==> config.mk <==
export PLATFORM = sky130hd
export DESIGN_NAME = seq_stage_ctrl
export DESIGN_NICKNAME = d
export VERILOG_FILES = /design/src/rtl/seq_stage_ctrl.sv
export SDC_FILE = /design/constraint.sdc
export NUM_CORES = 1
export LEC_CHECK = 0
export ABC_AREA = 1
export CAP_MARGIN = 30
export CORE_MARGIN = 2
export CORE_UTILIZATION = 45
export DETAILED_ROUTE_END_ITERATION = 8
export PLACE_DENSITY = 0.73
export SYNTH_ARGS = -nofsm -noshare
export SYNTH_HDL_FRONTEND = slang
export SYNTH_SLANG_ARGS = --single-unit
==> constraint.sdc <==
create_clock -name i_clk -period 3.4 [get_ports i_clk]
set_input_delay 1.02 -clock i_clk [delete_from_list [all_inputs] [get_ports i_clk]]
set_output_delay 1.02 -clock i_clk [all_outputs]
set_load 0.02 [all_outputs]
==> src/rtl/seq_stage_ctrl.sv <==
// seq_stage_ctrl: Y86-64 SEQ sequencer, one-hot stage enables, dmem handshake.
// Define SEQ_INSTR_CNT_EN to add the o_instr_count retired-instruction counter.
module seq_stage_ctrl #(
  parameter int CNT_W       = 32,
  parameter int MEM_TIMEOUT = 16
) (
  input  logic             i_clk,
  input  logic             i_rst,
  input  logic             i_start,
  input  logic [3:0]       i_icode,
  input  logic             i_instr_valid,
  input  logic             i_imem_error,
  input  logic             i_dmem_ack,
  input  logic             i_dmem_error,
  output logic             o_fetch_en,
  output logic             o_decode_en,
  output logic             o_execute_en,
  output logic             o_memory_en,
  output logic             o_writeback_en,
  output logic             o_pc_en,
  output logic             o_dmem_req,
  output logic             o_busy,
  output logic [2:0]       o_stat,
  output logic [CNT_W-1:0] o_cycle_count
`ifdef SEQ_INSTR_CNT_EN
  ,
  output logic [CNT_W-1:0] o_instr_count
`endif
);

  localparam int TW = $clog2(MEM_TIMEOUT + 1);
  localparam logic [2:0] ST_AOK = 3'd1;
  localparam logic [2:0] ST_HLT = 3'd2;
  localparam logic [2:0] ST_ADR = 3'd3;
  localparam logic [2:0] ST_INS = 3'd4;

  typedef enum logic [2:0] {
    S_IDLE, S_FETCH, S_DECODE, S_EXECUTE,
    S_MEMORY, S_WRITEBACK, S_PCUPD, S_HALT
  } state_t;

  state_t           r_state, w_next;
  logic [3:0]       r_icode;
  logic [2:0]       r_stat, w_stat;
  logic [TW-1:0]    r_tmo;
  logic [CNT_W-1:0] r_cyc;
  logic             w_mem_op, w_wb_op, w_tmo_hit;

  always_comb begin
    w_mem_op = 1'b0;
    w_wb_op  = 1'b0;
    case (r_icode)
      4'h4, 4'h5, 4'h8, 4'h9, 4'hA, 4'hB: w_mem_op = 1'b1;
      4'h2, 4'h3, 4'h6:                   w_wb_op  = 1'b1;
      default: ;
    endcase
  end

  // The cycle that brings the wait count to MEM_TIMEOUT is the last allowed
  assign w_tmo_hit = (r_tmo == TW'(MEM_TIMEOUT - 1));

  always_comb begin
    w_next = r_state;
    w_stat = r_stat;
    unique case (r_state)
      S_IDLE:
        if (i_start) w_next = S_FETCH;
      S_FETCH:
        if (i_imem_error) begin
          w_next = S_HALT;
          w_stat = ST_ADR;
        end else if (!i_instr_valid) begin
          w_next = S_HALT;
          w_stat = ST_INS;
        end else if (i_icode == 4'h0) begin
          w_next = S_HALT;
          w_stat = ST_HLT;
        end else begin
          w_next = S_DECODE;
        end
      S_DECODE:
        w_next = S_EXECUTE;
      S_EXECUTE:
        if (w_mem_op)     w_next = S_MEMORY;
        else if (w_wb_op) w_next = S_WRITEBACK;
        else              w_next = S_PCUPD;
      S_MEMORY:
        if (i_dmem_error || (!i_dmem_ack && w_tmo_hit)) begin
          w_next = S_HALT;
          w_stat = ST_ADR;
        end else if (i_dmem_ack) begin
          w_next = (r_icode == 4'h4) ? S_PCUPD : S_WRITEBACK;
        end
      S_WRITEBACK:
        w_next = S_PCUPD;
      S_PCUPD:
        w_next = S_FETCH;
      S_HALT:
        w_next = S_HALT;
      default:
        w_next = S_IDLE;
    endcase
  end

  always_ff @(posedge i_clk or posedge i_rst) begin
    if (i_rst) begin
      r_state <= S_IDLE;
      r_stat  <= ST_AOK;
      r_icode <= 4'h0;
      r_tmo   <= '0;
      r_cyc   <= '0;
    end else begin
      r_state <= w_next;
      r_stat  <= w_stat;
      if (r_state == S_FETCH) r_icode <= i_icode;
      r_tmo <= (r_state == S_MEMORY) ? r_tmo + TW'(1) : '0;
      if (o_busy && r_cyc != '1) r_cyc <= r_cyc + CNT_W'(1);
    end
  end

`ifdef SEQ_INSTR_CNT_EN
  logic [CNT_W-1:0] r_icnt;

  always_ff @(posedge i_clk or posedge i_rst) begin
    if (i_rst)
      r_icnt <= '0;
    else if (r_state == S_PCUPD && r_icnt != '1)
      r_icnt <= r_icnt + CNT_W'(1);
  end

  assign o_instr_count = r_icnt;
`endif

  assign o_fetch_en     = (r_state == S_FETCH);
  assign o_decode_en    = (r_state == S_DECODE);
  assign o_execute_en   = (r_state == S_EXECUTE);
  assign o_memory_en    = (r_state == S_MEMORY);
  assign o_writeback_en = (r_state == S_WRITEBACK);
  assign o_pc_en        = (r_state == S_PCUPD);
  assign o_dmem_req     = (r_state == S_MEMORY);
  assign o_busy         = (r_state != S_IDLE) && (r_state != S_HALT);
  assign o_stat         = r_stat;
  assign o_cycle_count  = r_cyc;

endmodule

# After elaboration in Yosys (flattened, before gate mapping)

Index checks and enable logic that the tools add are counted.

Muxes and demuxes: 18
Eq/ne operators: 23
$add $sub $neg: 2
Reductions and logical operators: 13

Operator list:

| cell                                                                     | number |
|---|---|
| 32-bit by 1-bit adder with 32-bit output (second input constant)         | 1 |
| 32-bit inequality test (second input constant)                           | 1 |
| 3-bit 2-to-1 mux                                                         | 10 |
| 3-bit one-hot mux with 8 select lines                                    | 1 |
| 4-bit equality test (second input constant)                              | 4 |
| 3-bit equality test (second input constant)                              | 4 |
| 4-bit by 3-bit equality test with 1-bit output (second input constant)   | 3 |
| 4-bit by 2-bit equality test with 1-bit output (second input constant)   | 2 |
| 3-bit by 2-bit equality test with 1-bit output (second input constant)   | 2 |
| 2-bit 2-to-1 mux                                                         | 3 |
| 3-bit one-hot mux with 2 select lines                                    | 1 |
| 6-bit OR reduction                                                       | 1 |
| 5-bit by 1-bit adder with 5-bit output (second input constant)           | 1 |
| 5-bit by 4-bit equality test with 1-bit output (second input constant)   | 1 |
| 5-bit 2-to-1 mux                                                         | 1 |
| 4-bit logical NOT                                                        | 1 |
| 4-bit by 3-bit inequality test with 1-bit output (second input constant) | 1 |
| 3-bit by 1-bit equality test with 1-bit output (second input constant)   | 1 |
| 1-bit logical AND                                                        | 3 |
| 3-bit logical NOT                                                        | 1 |
| 3-bit by 2-bit inequality test with 1-bit output (second input constant) | 1 |
| 3-bit inequality test (second input constant)                            | 1 |
| 3-bit AND reduction                                                      | 1 |
| 3-bit nonzero test                                                       | 1 |
| other kinds (8)                                                          | 9 |

Input bits: 11
Output and inout bits: 43
Register bits: 47
Word-level logic and storage cells: 61

# Longest topological paths before layout

Word-level depth: 6
Gate-level depth with buffers: 11
Depth with buffers taken out: 10

# Worst setup path after synthesis

No wires, ideal clock.

Kind: register -> output
From: reg r_state[2]
To: out o_memory_en
Stages on the path, launching flop included: 6
Required time: 2.380 ns
Data arrival time: 1.103 ns
Path slack: 1.277 ns
Path buffers: 1
Cells stage by stage: dfrtp_1 -> inv_1 -> nor2_1 -> nand2_1 -> inv_1 -> buf_4

Word-level cells in the longest chain between the ends: 1

RTL lines:

| what                   | line | text |
|---|---|---|
| start, declared        | 42   | `state_t r_state, w_next;` |
| start signal, assigned | 113  | `r_state <= w_next;` |
| 3-bit equality test    | n/a  |  |
| end, declared          | 18   | `output logic o_memory_en,` |

No other way between the ends.

# Worst setup path after layout

From: reg r_state[2]
To: out o_dmem_req

Word-level cells in the longest chain between the ends: 1

RTL lines:

| what                | line | text |
|---|---|---|
| 3-bit equality test | 140  | `assign o_dmem_req = (r_state == S_MEMORY);` |
| end, declared       | 21   | `output logic o_dmem_req,` |

No other way between the ends.

==> flow_metrics.env <==
export IMPL_clk_path_buf_depth=2
export IMPL_die_x_um=85.38
export IMPL_seq_area_um2=1177
export IMPL_synth_enable_flop_cells=0
export IMPL_yosysSeqAreaShare_pct=39.50
export IMPL_post_route_drc_count=0
export IMPL_rrSetupSlack_ps=1240
export IMPL_final_nets=530
export IMPL_netlist_area_um2=2980
export IMPL_h_tree_depth=2
export IMPL_vias=2944
export IMPL_holdWs_ps=475.0
export IMPL_fmax_mhz=341.5
export IMPL_final_util_pct=57.56
export IMPL_fin_ws_ps=471.4
export IMPL_ys_warn_count=0
export IMPL_synth_main_ff_cell="dfrtp_1"
export IMPL_cpMostUsedCell="inv_1"
export IMPL_antenna_found_initial=0
export IMPL_critPathArrivalTime_ps=1910
export IMPL_ant_nets=0
export IMPL_fin_area_um2=3676
export IMPL_syn2layout_area_growth_pct=23.34
export IMPL_synth_top_area_share_pct=38.62
export IMPL_async_reset_ff_share_pct=100.0
export IMPL_dp_slack_ps=811.1
export IMPL_path_clk_slew_ps=90
export IMPL_rr_startpoint="o_cycle_count[0]"
export IMPL_path_cells="inv_1 -> nor2_1 -> nand2_1 -> inv_1 -> clkdlybuf4s50_1"
export IMPL_critPathKind="flop to primary output"
export IMPL_numCtsBuffers=5
export IMPL_synthDistinctLibCells=26
export IMPL_yosys_top_cells_count="nand2_1 (226), nor2_1 (62), dfrtp_1 (46), inv_1 (44), nand3_1 (23)"
export IMPL_synth_top_area_cell="dfrtp_1"
export IMPL_power_density_nw_per_um2=593.6
export IMPL_path_depth=5
export IMPL_ir_drop_uv=546.1
export IMPL_drt_iter0_markers=73
export IMPL_grt_total_usage_pct=20.40
export IMPL_syn_area_per_cell_um2=6.437
export IMPL_maxCapViolCount=0
export IMPL_start_kind="flop"
export IMPL_hold_class="flop to flop"
export IMPL_worst_r2r_cell_count=10
export IMPL_tightest_slew_ps=535.6
export IMPL_grt_overflow_total=0
export IMPL_grt_pass1_wl_um=11980
export IMPL_fillers=642
export IMPL_fin_crit_sh_pct=86.14
export IMPL_rsz0062_at_grt="false"
export IMPL_grt_pass1_vias=2738
export IMPL_slew_viol_final=0
export IMPL_fin_crit_ps=2929
export IMPL_start_util_pct=46.67
export IMPL_io_pins=54
export IMPL_yosys_top_cells_area="dfrtp_1 (39%), nand2_1 (28%), nor2_1 (7.8%), inv_1 (5.5%), nand3_1 (3.9%)"
export IMPL_setup_viol=0
export IMPL_clockRootBuffer="clkbuf_8"
export IMPL_worstPathRequired_ps=2380
export IMPL_cts_tree="done"
export IMPL_crit_end="o_dmem_req"
export IMPL_dieArea_um2=7290
export IMPL_rows=29
export IMPL_drt_pass1_iterations=4
export IMPL_syn_nets=477
export IMPL_holdBufCountCts=0
export IMPL_portBuffers=53
export IMPL_status="completed"
export IMPL_multi_input_area_um2=1556
export IMPL_die_height_um=85.38
export IMPL_core_um2=6386
export IMPL_r2r_end="o_cycle_count[10]"
export IMPL_critPathCaptureType="primary output"
export IMPL_synth_most_common_cell="nand2_1"
export IMPL_crit_path_top_delay_cell="clkdlybuf4s50_1"
export IMPL_netlist_instances=463
export IMPL_grt_max_degree=36
export IMPL_cp_slowest_stage_delay_ps=640
export IMPL_drive_above_1_share_pct=4.255
export IMPL_wl_per_cell_um=11.82
export IMPL_synth_seq_cells=47
export IMPL_cts_setup_buffers=0
export IMPL_cts_resized=0
export IMPL_place_area_um2=3543
export IMPL_viasPerCell=4.956
export IMPL_clk_latency_ps=300
export IMPL_routed_wirelength_um=7019
export IMPL_cp_max_fo=8
export IMPL_critPathTopFamily="buffers and inverters"
export IMPL_gp_congestion=0.9389
export IMPL_dp_hpwl_um=5512
export IMPL_finalHoldViolCount=0
export IMPL_slew_headroom_pct=64.24
export IMPL_fin_setup_tns_ps=0
export IMPL_cts_sinks=47
export IMPL_cp_buffers_inverters=3
export IMPL_fin_skew_ps=7.224
export IMPL_crit_path_start="r_state[2]"
export IMPL_diodes=0
export IMPL_p_leak_uw=0.001735
-- cells in the final DEF (no fill, tap or decap), types with 2 or more instances in the layout --
cell type        instances
a21oi_1                  5
bufinv_16                2
clkbuf_8                 5
clkdlybuf4s50_1         53
dfrtp_1                 46
ha_1                     3
inv_1                   43
inv_2                    2
nand2_1                226
nand2_2                  3
nand3_1                 23
nor2_1                  62
nor2_2                   5
o21a_1                   2
o21ai_0                 14
xnor2_1                  6
xor2_1                   6
-- sequential cells by signal, indices dropped and copies added (netlist names) --
| register | count |
|---|---|
| r_icode | 4 |
| o_cycle_count | 32 |
| r_tmo | 5 |
| o_stat | 3 |
| r_state | 3 |
-- worst reg2reg max path: stages, from the launching register on --
cell     delay, ps
dfrtp_1        450
ha_1           350
inv_2           70
nor2_2         120
nand2_2        120
nor2_4         160
nand2_2         80
nand2_4        300
inv_4          210
nand2_1        130
nand2_1         60
-- worst min-delay path by stage --
stage,endpoint,start,depth (start not counted),slack [ps]
2_1_floorplan,r_tmo[0],r_tmo[0],1,430
3_3_place_gp,r_tmo[0],r_tmo[0],1,460
3_5_place_dp,r_tmo[0],r_tmo[0],1,470
4_1_cts,r_tmo[0],r_tmo[0],1,480
5_1_grt,r_tmo[0],r_tmo[0],1,510
6_report,r_tmo[0],r_tmo[0],1,480
-- report_power, final --
part           internal [µW]  leakage (µW)  switching [µW]
Sequential               667      0.000625             111
Combinational            336       0.00104             588
Clock                    294     0.0000654             187
-- cell type report --
cell class	count	area share, %
Sequential cell	47	32.03
Clock buffer	6	1.974
Clock inverter	2	1.634
Tap cell	77	2.621
Multi-Input combinational cell	362	42.34
Inverter	46	4.765
Timing Repair Buffer	54	14.64
-- logic make-up (layout without fill, tap and decap cells) --
group / Yosys count / after routing / synth area share [%]
buffers and inverters: 54 / 108 / 8.270
flip-flops: 47 / 47 / 39.50
adder cells (fa/ha/maj): 3 / 3 / 1.260
AO/OA/AOI/OAI: 23 / 23 / 4.198
XOR/XNOR: 12 / 12 / 3.526
AND/OR/NAND/NOR: 324 / 324 / 43.24
-- metal layers --
metal | global-route usage, % | vias up | wire length [µm]
met5 | 0 | - | 0
met4 | 7.937 | 0 | 180
met3 | 4.475 | 16 | 324
met2 | 36.72 | 63 | 3400
met1 | 23.45 | 1349 | 3114
li1 | - | 1516 | -
-- metrics by stage --
step	instances	power, µW
floorplan	463	1462
global placement	586	1687
detailed placement	586	1719
CTS	594	2210
global route	594	2342
finish	594	2182
Note: power is estimated with default switching activity, not from simulation.
